`src/rtl/noc_packet_sink.sv`:
```
`default_nettype none
// +----------------------------------------------------------------------------+
// | noc_packet_sink: buffers incoming NoC flits, parses packets, reports        |
// | per-packet results and keeps clean/errored statistics.                      |
// | Revision: 1.0                                                               |
// +----------------------------------------------------------------------------+

`ifndef Noc_Data_Width
`define Noc_Data_Width 32
`endif
`ifndef Noc_ID_X_Width
`define Noc_ID_X_Width 2
`endif
`ifndef Noc_ID_Y_Width
`define Noc_ID_Y_Width 2
`endif
`ifndef Noc_Point_H
`define Noc_Point_H 32
`endif
`ifndef Noc_Source_Point
`define Noc_Source_Point 28
`endif

module noc_packet_sink #(
  parameter logic [`Noc_ID_X_Width-1:0] X_ID           = '0,
  parameter logic [`Noc_ID_Y_Width-1:0] Y_ID           = '0,
  parameter int                         EXP_DATA_FLITS = 10,
  parameter int                         FIFO_DEPTH     = 4
) (
  input  logic                       noc_clk,
  input  logic                       noc_rst_n,
  input  logic                       receive_valid,
  output logic                       receive_ready,
  input  logic [`Noc_Data_Width-1:0] receive_flit,
  input  logic                       receive_is_header,
  input  logic                       receive_is_tail,
  input  logic                       sink_stall,
  input  logic                       clear,
  output logic                       pkt_done,
  output logic [`Noc_ID_X_Width-1:0] pkt_src_x,
  output logic [`Noc_ID_Y_Width-1:0] pkt_src_y,
  output logic [7:0]                 pkt_len,
  output logic [3:0]                 pkt_err,
  output logic                       flit_drop,
  output logic [15:0]                ok_count,
  output logic [15:0]                err_count
);

  localparam int            c_DW      = `Noc_Data_Width;
  localparam int            c_YW      = `Noc_ID_Y_Width;
  localparam int            c_IDW     = `Noc_ID_X_Width + `Noc_ID_Y_Width;
  localparam int            c_AW      = $clog2(FIFO_DEPTH);
  localparam int            c_EW      = c_DW + 2;
  localparam logic [7:0]    c_EXP_LEN = 8'(EXP_DATA_FLITS);
  localparam logic [c_AW:0] c_DEPTH   = (c_AW + 1)'(FIFO_DEPTH);

  typedef enum logic [0:0] {
    S_IDLE    = 1'b0,
    S_PAYLOAD = 1'b1
  } state_t;

  logic [c_EW-1:0]  r_mem [FIFO_DEPTH];
  logic [c_AW-1:0]  r_wr_ptr;
  logic [c_AW-1:0]  r_rd_ptr;
  logic [c_AW:0]    r_count;
  logic             w_push;
  logic             w_pop;
  logic             w_hd_hdr;
  logic             w_hd_tail;
  logic [c_IDW-1:0] w_src;
  logic [c_IDW-1:0] w_dst;
  logic             w_dest_bad;

  state_t           r_state;
  state_t           w_state_nxt;
  logic [c_IDW-1:0] r_src;
  logic [c_IDW-1:0] w_src_nxt;
  logic             r_dest_err;
  logic             w_dest_err_nxt;
  logic [7:0]       r_len;
  logic [7:0]       w_len_nxt;
  logic             w_finish;
  logic             w_drop;
  logic [c_IDW-1:0] w_fin_src;
  logic [7:0]       w_fin_len;
  logic [3:0]       w_fin_err;
  logic             w_fin_clean;
  logic             w_fin_bad;

  // Full FIFO never accepts, even when the head is popped in the same cycle.
  assign receive_ready = (r_count < c_DEPTH);
  assign w_push        = receive_valid & receive_ready;
  assign w_pop         = (r_count != '0) & ~sink_stall;

  always_ff @(posedge noc_clk or negedge noc_rst_n) begin
    if (!noc_rst_n) begin
      r_wr_ptr <= '0;
      r_rd_ptr <= '0;
      r_count  <= '0;
    end else begin
      if (w_push) r_wr_ptr <= r_wr_ptr + c_AW'(1);
      if (w_pop)  r_rd_ptr <= r_rd_ptr + c_AW'(1);
      case ({w_push, w_pop})
        2'b10:   r_count <= r_count + (c_AW + 1)'(1);
        2'b01:   r_count <= r_count - (c_AW + 1)'(1);
        default: r_count <= r_count;
      endcase
    end
  end

  always_ff @(posedge noc_clk) begin
    if (w_push) r_mem[r_wr_ptr] <= {receive_is_header, receive_is_tail, receive_flit};
  end

  assign w_hd_hdr   = r_mem[r_rd_ptr][c_EW-1];
  assign w_hd_tail  = r_mem[r_rd_ptr][c_EW-2];
  assign w_src      = r_mem[r_rd_ptr][`Noc_Point_H-1:`Noc_Source_Point];
  assign w_dst      = r_mem[r_rd_ptr][`Noc_Source_Point-1 -: c_IDW];
  assign w_dest_bad = (w_dst != {X_ID, Y_ID});

  always_comb begin
    w_state_nxt    = r_state;
    w_src_nxt      = r_src;
    w_dest_err_nxt = r_dest_err;
    w_len_nxt      = r_len;
    w_finish       = 1'b0;
    w_drop         = 1'b0;
    w_fin_src      = r_src;
    w_fin_len      = r_len;
    w_fin_err      = 4'b0000;
    if (w_pop) begin
      case (r_state)
        S_IDLE: begin
          if (w_hd_hdr) begin
            w_src_nxt      = w_src;
            w_dest_err_nxt = w_dest_bad;
            w_len_nxt      = '0;
            if (w_hd_tail) begin
              // Single-flit packet: header and tail checks collapse into one edge.
              w_finish  = 1'b1;
              w_fin_src = w_src;
              w_fin_len = '0;
              w_fin_err = {2'b00, (c_EXP_LEN != 8'd0), w_dest_bad};
            end else begin
              w_state_nxt = S_PAYLOAD;
            end
          end else begin
            w_drop = 1'b1;
          end
        end
        S_PAYLOAD: begin
          if (w_hd_hdr) begin
            w_finish       = 1'b1;
            w_fin_err      = {1'b1, 2'b00, r_dest_err};
            w_src_nxt      = w_src;
            w_dest_err_nxt = w_dest_bad;
            w_len_nxt      = '0;
          end else if (w_hd_tail) begin
            w_finish    = 1'b1;
            w_fin_err   = {1'b0, (w_src != r_src), (r_len != c_EXP_LEN), r_dest_err};
            w_state_nxt = S_IDLE;
          end else if (r_len != 8'hFF) begin
            w_len_nxt = r_len + 8'd1;
          end
        end
        default: w_state_nxt = S_IDLE;
      endcase
    end
  end

  assign w_fin_clean = w_finish & (w_fin_err == 4'b0000);
  assign w_fin_bad   = (w_finish & (w_fin_err != 4'b0000)) | w_drop;

  always_ff @(posedge noc_clk or negedge noc_rst_n) begin
    if (!noc_rst_n) begin
      r_state    <= S_IDLE;
      r_src      <= '0;
      r_dest_err <= 1'b0;
      r_len      <= '0;
      pkt_done   <= 1'b0;
      flit_drop  <= 1'b0;
      pkt_src_x  <= '0;
      pkt_src_y  <= '0;
      pkt_len    <= '0;
      pkt_err    <= '0;
      ok_count   <= '0;
      err_count  <= '0;
    end else begin
      r_state    <= w_state_nxt;
      r_src      <= w_src_nxt;
      r_dest_err <= w_dest_err_nxt;
      r_len      <= w_len_nxt;
      pkt_done   <= w_finish;
      flit_drop  <= w_drop;
      if (w_finish) begin
        pkt_src_x <= w_fin_src[c_IDW-1:c_YW];
        pkt_src_y <= w_fin_src[c_YW-1:0];
        pkt_len   <= w_fin_len;
        pkt_err   <= w_fin_err;
      end
      if (clear)                                  ok_count <= '0;
      else if (w_fin_clean && ok_count != 16'hFFFF) ok_count <= ok_count + 16'd1;
      if (clear)                                  err_count <= '0;
      else if (w_fin_bad && err_count != 16'hFFFF)  err_count <= err_count + 16'd1;
    end
  end

endmodule
`default_nettype wire

```
`config.mk`:
```
export PLATFORM = sky130hd
export DESIGN_NAME = noc_packet_sink
export DESIGN_NICKNAME = d
export VERILOG_FILES = /design/src/rtl/noc_packet_sink.sv
export SDC_FILE = /design/constraint.sdc
export NUM_CORES = 1
export LEC_CHECK = 0
export BUFFER_PORTS_ARGS = -buffer_cell sky130_fd_sc_hd__clkbuf_2
export CORE_ASPECT_RATIO = 1.4
export CORE_MARGIN = 5
export CORE_UTILIZATION = 48
export CTS_BUF_LIST = sky130_fd_sc_hd__clkbuf_16
export DETAILED_ROUTE_END_ITERATION = 8
export PLACE_DENSITY_LB_ADDON = 0.1
export SLEW_MARGIN = 20
export SYNTH_ARGS = -nofsm -noshare
export SYNTH_HDL_FRONTEND = slang
export SYNTH_SLANG_ARGS = --single-unit
```
`constraint.sdc`:
```
create_clock -name noc_clk -period 2.67 [get_ports noc_clk]
set_input_delay 0.1335 -clock noc_clk [delete_from_list [all_inputs] [get_ports noc_clk]]
set_output_delay 0.1335 -clock noc_clk [all_outputs]
set_load 0.005 [all_outputs]
```
==> qor.yml, run 1 <==
sta:
  period_share_pct: 102
  slew_violations: 0
  hold_viol: 0
  period_minus_slack_ps: 2740
  hold_ws_ps: 10.8
  slew-limit-headroom_pct: 39.0
  tightest_slew_ps: 915
  setup_tns_ps: -209
  rsz0062_at_grt: "true"
  finalSetupViolations: 7
  max_freq_mhz: 366
  worst_slack_ps: -65.5
  skew_ps: 11.5
outcome:
  violations: "setup timing"
  status: "complete, but fails checks"
layout:
  area_growth_pct: 23.7
  final_common_cell: "dfrtp_1"
  finalNetCount: 588
  drive_gt1_share_pct: 34.0
  n_fill_cell: 903
  num_antenna_cells: 0
  final_cell_mix: "69 x dfrtp_1, 64 x clkbuf_2, 46 x nor2_1"
setup_path:
  critical_path.endpoint: "err_count[5]"
  cp_max_fo: 7
  path_class: "flip-flop to flip-flop"
  reg2regPathDepth: 9
  startpoint: "r_rd_ptr[0]"
  cp_data_arrival_time_ps: 2960
  crit_slowest_cell: "dfrtp_2"
  required_ps: 2900
  crit_chain: "buf_6, mux4_2, nor3b_4, o41ai_4, buf_4, o21a_4, a211oi_4, and3_1, mux2_4"
  r2r-start: "r_rd_ptr[0]"
  setup.worst_path.end_class: "flip-flop"
  r2r_setup_slack_ps: -70
  r2r-end: "err_count[5]"
  start_kind: "flip-flop"
  max_stage_delay_ps: 470
drt:
  via_count: 3563
  final_antenna_net_count: 0
  via_per_inst: 5.20
  drtIter0Drc: 136
  first_pass_iters: 4
  wl_per_cell_um: 15.3
  drc: 0
  wl_um: 10500
logic_synthesis:
  synth-edff-count: 40
  synth_nets: 488
  syn_area_per_cell_um2: 11.9
  yosysSeqAreaShare_pct: 57.2
  synth_ff_type: "dfrtp_1"
  synth-seq-cells: 111
  ys_types: 59
  yosysWarnings: 0
  synth_cells: 439
  ys_async_sr_fraction_pct: 64.0
  syn_area_um2: 5200
clock_tree:
  clock_latency_ps: 350
  clock-sinks: 111
  clock_path_buffers: 2
  cts_tree: "done"
  cts-buffers-inserted: 9
  cts.reportedPaths.clkPinSlew_ps: 70
  htreeDepth: 3
  cts-root-buf: "clkbuf_16"
placement:
  io_buffers: 65
  routabilityCongestion: 0.810
  hpwl_um: 7490
floorplanning:
  dieArea_um2: 13100
  die_w_um: 98.0
  ioPinCount: 90
  core_um2: 10800
  initial_utilization_pct: 48.4
  die_y_um: 133
  fp-row-count: 45
grt:
  grt_overflow: 0
  grt_pass1_wl_um: 17600
  antenna_found_initial: 0
  grt.total_usage_pct: 16.7
  grt_pass1_vias: 3594
  grt_max_degree: 72
hold_path:
  hp-class: "input port to flip-flop"
power:
  p_per_area_nw_per_um2: 875
  power.leakage_nw: 2.76
  ir_drop_uv: 559
flow_run:
  cap_violations: 0
## kinds of logic (layout without fill, tap and decap cells)
family / after synthesis / in the layout / synth area share, %
DFF: 111 / 111 / 57.2
and+or+nand+nor: 174 / 174 / 17.3
buffers and inverters: 37 / 142 / 3.00
xor gates and xnor gates: 31 / 31 / 5.22
adders and majority gates: 11 / 11 / 2.74
AOI/OAI and AO/OA: 52 / 52 / 7.96
muxes: 23 / 23 / 6.56
## through the flow
| step | total power [mW] | cells | util, % | instance area, um^2 | worst slack [ps] |
|---|---|---|---|---|---|
| after detailed placement | 4.10 | 660 | 54.6 | 5870 | -174 |
| after global placement | 4.06 | 660 | 54.6 | 5870 | -106 |
| after CTS | 5.54 | 681 | 58.1 | 6250 | -36.2 |
| after floorplan | 3.43 | 439 | - | 5200 | 17.6 |
| final | 5.63 | 685 | 59.8 | 6440 | -65.5 |
| after global routing | 6.00 | 685 | 59.8 | 6440 | -141 |
## registers in the layout (all words and copies together) (netlist names)
name and cells:
r_count 3, r_dest_err 1, pkt_src_y 2, r_mem 40
r_src 4, flit_drop 1, pkt_done 1, r_state 1
r_wr_ptr 2, pkt_err 4, r_rd_ptr 2, pkt_src_x 2
err_count 16, ok_count 16, r_len 8, pkt_len 8
## critical path: cells and delay by family (launching register included)
kind / cells / cell delay, ps
compound gates: 3 / 680
mux: 2 / 670
buf+inv: 2 / 320
flops: 1 / 470
simple gates: 2 / 480
## how the worst min path moves through the flow
| stage | start | endpoint | slack, ps | cells after the start |
|---|---|---|---|---|
| 3_3_place_gp | noc_rst_n | ok_count[11] | 330 | 1 |
| 5_1_grt | receive_flit[28] | r_mem[0][28] | 1 | 1 |
| 6_report | receive_flit[28] | r_mem[0][28] | 10 | 1 |
| 3_5_place_dp | noc_rst_n | ok_count[11] | 340 | 1 |
| 4_1_cts | receive_is_tail | r_mem[2][32] | 1 | 1 |
| 2_1_floorplan | noc_rst_n | err_count[0] | -160 | 0 |
## routing by layer
layer	vias to the layer above	share of wire (%)	global-route usage, %
met3	9	3.7	3.04
met1	1758	43	20.9
met4	0	1.3	5.31
met5	-	0	0
li1	1736	-	-
met2	60	52	29.2
## final cells by class
class,count,area [um^2],area share [%]
Clock buffer,9,225,3.50
Sequential cell,111,2980,46.3
Timing Repair Buffer,106,658,10.2
Inverter,20,75.1,1.17
Clock inverter,7,73.8,1.15
Multi-Input combinational cell,291,2250,34.9
Tap cell,141,176,2.74
## synthesized netlist by cell type, types with 2 or more instances
| library cell | n | area [um^2] |
|---|---|---|
| xor2_1 | 5 | 43.8 |
| nor3_1 | 10 | 50.1 |
| and3_1 | 5 | 31.3 |
| inv_1 | 20 | 75.1 |
| mux2i_1 | 6 | 60.1 |
| mux2_1 | 3 | 33.8 |
| nor2_1 | 48 | 180 |
| mux2_4 | 3 | 45.0 |
| edfxtp_1 | 40 | 1200 |
| a22oi_1 | 2 | 15.0 |
| nand3_1 | 21 | 105 |
| or2_2 | 2 | 12.5 |
| xnor2_1 | 26 | 228 |
| mux4_2 | 3 | 67.6 |
| mux4_1 | 3 | 78.8 |
| nor4b_1 | 3 | 26.3 |
| a2111oi_2 | 2 | 30.0 |
| mux2_2 | 5 | 56.3 |
| nand4_1 | 3 | 18.8 |
| a311oi_1 | 2 | 17.5 |
| a31o_2 | 3 | 26.3 |
| a211oi_1 | 2 | 15.0 |
| nor4_1 | 4 | 25.0 |
| and2_1 | 5 | 31.3 |
| clkbuf_1 | 12 | 45.0 |
| a21oi_1 | 11 | 55.1 |
| nand2b_1 | 3 | 18.8 |
| a21o_1 | 2 | 15.0 |
| nor2b_1 | 9 | 56.3 |
| nor3b_2 | 3 | 37.5 |
| nand2_1 | 43 | 161 |
| o21ai_0 | 16 | 80.1 |
| dfrtp_1 | 71 | 1780 |
| buf_2 | 2 | 10.0 |
| buf_6 | 2 | 22.5 |
| ha_1 | 9 | 113 |
| and4_1 | 5 | 43.8 |
| nor4_4 | 2 | 42.5 |
| or3_1 | 3 | 18.8 |
## power by group
group / leakage [nW] / switching (mW) / internal, mW / total, mW
registers: 1.30 / 0.261 / 2.08 / 2.34
logic: 1.31 / 1.00 / 0.958 / 1.96
clock network: 0.147 / 0.598 / 0.730 / 1.33
total: 2.76 / 1.86 / 3.77 / 5.63
## what timing repair did
action | 4_1_cts | 5_1_grt
setup buffers | 2 | 4
pin swaps | 4 | 18
hold buffers | 3 | 0
setup endpoints to repair | 33 | 37
gates cloned | 0 | 0
resized for setup | 13 | 36
endpoints found under the hold margin | 79 | 0
Power figures use the tool's default switching activity.
==> run 2: changes to the inputs <==
Settings changed: SETUP_SLACK_MARGIN set to 0.3.
==> qor.yml, run 2 (synthesis gave the netlist of run 1 again) <==
grt:
  grt_pass1_vias: 3641
  grt_overflow: 0
  grt_pass1_wl_um: 18200
  grt.total_usage_pct: 17.3
  antenna_found_initial: 0
  grt_max_degree: 72
layout:
  drive_gt1_share_pct: 34.2
  area_growth_pct: 25.9
  final_common_cell: "dfrtp_1"
  top_register: "r_mem"
  final_cell_mix: "70 x dfrtp_1, 64 x clkbuf_2, 46 x nor2_1"
  fin_cells: 696
  final_area_um2: 6550
  top_regs: "r_mem: 40 flops, err_count: 16 flops, ok_count: 16 flops"
  largest_reg_flops: 40
  finalNetCount: 599
  num_antenna_cells: 0
setup_path:
  required_ps: 2900
  cp_data_arrival_time_ps: 3010
  cp_max_fo: 5
  path_class: "flip-flop to flip-flop"
  start_kind: "flip-flop"
  setup.worst_path.end_class: "flip-flop"
clock_tree:
  htreeDepth: 3
  cts-buffers-inserted: 9
  clock_path_buffers: 2
  cts_tree: "done"
  cts-root-buf: "clkbuf_16"
  clock_latency_ps: 350
  clock-sinks: 111
  cts.reportedPaths.clkPinSlew_ps: 70
placement:
  hpwl_um: 7610
  routabilityCongestion: 0.789
  io_buffers: 65
  dpl_cell_area_um2: 5970
  dp_cells: 663
floorplanning:
  initial_utilization_pct: 48.4
  die_y_um: 133
  fp-row-count: 45
  die_w_um: 98.0
  ioPinCount: 90
  dieArea_um2: 13100
  core_um2: 10800
power:
  power.leakage_nw: 2.84
  p_per_area_nw_per_um2: 864
  ir_drop_uv: 559
drt:
  wl_per_cell_um: 15.6
  via_per_inst: 5.21
  drtIter0Drc: 160
  final_antenna_net_count: 0
  drc: 0
  via_count: 3623
  first_pass_iters: 4
  wl_um: 10800
sta:
  period_share_pct: 104
  max_freq_mhz: 359
  hold_viol: 0
  finalSetupViolations: 16
  slew_violations: 0
  skew_ps: 12.0
  worst_slack_ps: -115
  tightest_slew_ps: 821
  period_minus_slack_ps: 2790
  rsz0062_at_grt: "true"
  slew-limit-headroom_pct: 45.2
flow_run:
  cap_violations: 0
hold_path:
  hp-class: "input port to flip-flop"
outcome:
  violations: "setup timing"
  status: "complete, but fails checks"
## run 2: cell types whose count changed in the layout (fill, tap and decap cells not counted), sizes merged
cell         delta
buf            +10
bufinv          -1
dlygate4sd3     +1
inv             +1
## run 2: per-stage QoR
stage	setup WS (ps)	utilization (%)	hold WS, ps	TNS, ps	power, mW
after floorplan	77.6	-	-162	0	3.48
after CTS	-108	60.2	0.238	-953	5.64
after global placement	-147	55.5	194	-1080	4.13
after global routing	-220	60.9	8.17	-4110	6.02
after detailed placement	-254	55.5	192	-2560	4.19
final	-115	60.9	8.79	-856	5.66
## run 2: area by class of cell
class / count / area, um^2
inverters: 20 / 75.1
clock inverters: 7 / 47.5
multi-input cells: 291 / 2280
well taps: 141 / 176
repair buffers: 117 / 768
flip-flops and latches: 111 / 2980
fillers: 895 / 4200
clock buffers: 9 / 225
## run 2: layer usage
layer  vias up  global-route usage [%]  share of wire, %
li1       1763                       -                 -
met1      1791                    20.4                40
met2        54                    31.2                55
met3        15                    3.25               3.2
met4         0                    6.00               1.8
met5         -                       0                 0
## run 2: power by group
| group | internal, mW | switching [mW] |
|---|---|---|
| combinational | 1.03 | 1.07 |
| clock | 0.635 | 0.605 |
| sequential | 2.08 | 0.237 |
## run 2: worst max-delay path, stage by stage (launching register included)
cell and delay [ps]:
dfrtp_2 430, buf_6 110, mux4_2 530, xor2_2 220, o41ai_4 100, buf_4 170, o21a_4 230, a211oi_4 360
and3_4 240, mux2_4 290
## run 2: final timing paths
| kind | to | start | slack (ps) | cells past startpoint |
|---|---|---|---|---|
| worst max register to register | err_count[15] | r_rd_ptr[0] | -120 | 9 |
| worst max-delay path | err_count[15] | r_rd_ptr[0] | -120 | 9 |
| min in group asynchronous | pkt_len[1] | noc_rst_n | 310 | 3 |
| worst min-delay path | r_mem[1][33] | receive_is_header | 9 | 1 |
| worst min register to register | pkt_len[4] | pkt_len[4] | 470 | 2 |
| max in group asynchronous | r_rd_ptr[0] | noc_rst_n | 1970 | 3 |
## run 2: timing repair
action	4_1_cts	5_1_grt
hold buffers	4	0
setup endpoints to repair	39	48
pin swaps	15	8
gates resized for setup	23	12
setup buffers	9	4
hold endpoints to repair	83	0
==> run 3: changes to the inputs <==
--- a/config.mk
+++ b/config.mk
@@ -6,4 +6,5 @@
 export NUM_CORES = 1
 export LEC_CHECK = 0
+export ABC_AREA = 1
 export BUFFER_PORTS_ARGS = -buffer_cell sky130_fd_sc_hd__clkbuf_2
 export CORE_ASPECT_RATIO = 1.4
==> constraint.sdc (replaced) <==
create_clock -name noc_clk -period 2.67 [get_ports noc_clk]
set_input_delay 0.4005 -clock noc_clk [delete_from_list [all_inputs] [get_ports noc_clk]]
set_output_delay 0.4005 -clock noc_clk [all_outputs]
set_load 0.005 [all_outputs]
==> qor.yml, run 3 <==
sta:
  rsz0062_at_grt: "false"
  finalSetupViolations: 0
  setup_tns_ps: 0
  slew-limit-headroom_pct: 33.8
  period_minus_slack_ps: 2140
  tightest_slew_ps: 992
  max_freq_mhz: 468
  skew_ps: 10.9
  slew_violations: 0
  hold_viol: 0
  period_share_pct: 80.1
drt:
  final_antenna_net_count: 0
  via_per_inst: 5.19
  drtIter0Drc: 221
  top_layer: "met4"
  wl_met3_um: 507
  drt-met1-wl_um: 5060
  wl_per_cell_um: 14.0
  dr_wl_met2_um: 6210
  first_pass_iters: 4
  drc: 0
  wl_um: 12000
  via_count: 4446
floorplanning:
  initial_utilization_pct: 48.8
  core_um2: 11800
  fp-row-count: 47
  die_y_um: 139
  ioPinCount: 90
  die_w_um: 102
  dieArea_um2: 14300
setup_path:
  r2r_setup_slack_ps: 530
  startpoint: "r_rd_ptr[1]"
  crit_chain: "inv_2, nand3_1, nand2_2, nor2_4, inv_2, nor2_1, a21oi_2, nand3_2, nor2_4, buf_12, nand4_1, nand2_1"
  start_kind: "flip-flop"
  critical_path.endpoint: "ok_count[2]"
  r2r-start: "r_rd_ptr[1]"
  cp_max_fo: 16
  cp_data_arrival_time_ps: 2420
  reg2regPathDepth: 12
  max_stage_delay_ps: 450
  r2r-end: "ok_count[2]"
  required_ps: 2950
  path_class: "flip-flop to flip-flop"
  crit_slowest_cell: "dfrtp_1"
  setup.worst_path.end_class: "flip-flop"
logic_synthesis:
  synth_ff_type: "dfrtp_1"
  syn_area_per_cell_um2: 9.05
  synth-seq-cells: 111
  ys_async_sr_fraction_pct: 64.0
  ys_types: 38
  yosys-top-cells-area: "dfrtp_1 31%, edfxtp_1 21%, nand2_1 9.8%, nand3_1 6.4%, xor2_1 4.6%"
  synth_cells: 634
  synth-edff-count: 40
  synth_nets: 683
  yosysWarnings: 0
  syn_area_um2: 5740
  yosysSeqAreaShare_pct: 51.9
  synth_area_leader_cell: "dfrtp_1"
  synthTopCellsByCount: "150 x nand2_1, 73 x nand3_1, 71 x dfrtp_1"
  yosysMostFrequentCell: "nand2_1"
  synth_top_area_share_pct: 31.0
clock_tree:
  htreeDepth: 3
  clock_latency_ps: 340
  cts.reportedPaths.clkPinSlew_ps: 70
  clock-sinks: 111
  clock_path_buffers: 2
  cts_hold_buf: 0
  cts-root-buf: "clkbuf_16"
  cts-buffers-inserted: 9
  cts_tree: "done"
layout:
  largest_reg_flops: 40
  num_antenna_cells: 0
  top_regs: "r_mem: 40 flops, err_count: 16 flops, ok_count: 16 flops"
  n_fill_cell: 1084
  top_register: "r_mem"
  area_growth_pct: 14.8
  post-route-util_pct: 56.0
  final_cell_mix: "150 x nand2_1, 72 x nand3_1, 70 x dfrtp_1"
  finalNetCount: 754
  multi_input_area_um2: 2320
  regArea_um2: 2980
  drive_gt1_share_pct: 18.6
  final_common_cell: "nand2_1"
grt:
  grt_max_degree: 65
  grt_overflow: 0
  antenna_found_initial: 0
  grt_pass1_wl_um: 20700
  grt_pass1_vias: 4340
  grt.total_usage_pct: 17.9
hold_path:
  hp-class: "input port to asynchronous set/reset pin"
power:
  p_per_area_nw_per_um2: 892
  ir_drop_uv: 481
  power.leakage_nw: 3.24
placement:
  routabilityCongestion: 0.880
  hpwl_um: 8720
  io_buffers: 65
outcome:
  status: "complete, no violations"
flow_run:
  cap_violations: 0
==> run 3: cell types whose count changed after synthesis, moves of 7 or more <==
cell | previous run | this run
nand3_1 | 21 | 73
nor2b_1 | 9 | 0
buf_2 | 2 | 11
nand2_1 | 43 | 150
clkbuf_1 | 12 | 2
o31ai_1 | 1 | 8
xor2_1 | 5 | 30
inv_1 | 20 | 65
inv_2 | 0 | 7
xnor2_1 | 26 | 3
nand2_2 | 0 | 8
nand4_1 | 3 | 37
==> run 3: area by class of cell <==
| class | instances | share of cell area [%] |
|---|---|---|
| clock inverters | 4 | 0.684 |
| inverters | 74 | 4.33 |
| flip-flops and latches | 111 | 45.2 |
| multi-input cells | 428 | 35.3 |
| clock buffers | 12 | 4.56 |
| repair buffers | 81 | 7.14 |
| well taps | 147 | 2.79 |
==> run 3: power breakdown <==
group | switching (mW) | total, mW | internal, mW
Sequential | 0.235 | 2.31 | 2.07
Combinational | 1.38 | 2.08 | 0.700
Clock | 0.596 | 1.49 | 0.894
Total | 2.21 | 5.87 | 3.67
==> run 3: worst max-delay path, delay by kind of cell, from the launching register on <==
kind / cells / cell delay (ps)
AND/OR/NAND/NOR: 8 / 900
buffers and inverters: 3 / 510
flip-flops: 1 / 450
AO/OA/AOI/OAI: 1 / 220
==> run 3: worst min-delay path by stage <==
stage               slack [ps]  cells past startpoint       endpoint       from
finish                      30                      1   err_count[7]  noc_rst_n
global route                70                      1  err_count[10]  noc_rst_n
CTS                         40                      1   err_count[7]  noc_rst_n
detailed placement         420                      1   err_count[7]  noc_rst_n
global placement           410                      1   err_count[7]  noc_rst_n
floorplan                  100                      0   err_count[0]  noc_rst_n
==> run 3: cell families after synthesis <==
logic type,after synthesis,share of synthesized area (%)
xor gates and xnor gates,33,5.04
and+or+nand+nor,345,28.7
adders and majority gates,10,2.31
buffers and inverters,95,7.70
AOI/OAI and AO/OA,40,4.32
DFF,111,51.9
==> run 3: what timing repair did <==
action | CTS | global route
pin swaps | 0 | 1
setup endpoints to repair | 1 | 32
setup buffers | 0 | 1
resized for setup | 1 | 1
gates cloned | 0 | 0
==> run 3: routing by layer <==
layer / vias up / track usage, %
met4: 0 / 5.46
met1: 2105 / 22.4
met3: 15 / 3.46
met2: 86 / 30.9
li1: 2240 / -
met5: - / 0
==> run 3: per-stage QoR <==
stage               hold WS [ps]  cells  power [mW]  worst slack, ps  cell area, um^2
CTS                         42.5    856        5.91              420             6560
floorplan                    105    634        3.92              760             5740
detailed placement           416    840        4.41              294             6220
finish                      31.3    857        5.87              532             6590
global route                71.8    857        6.32              317             6590
global placement             411    840        4.34              388             6220
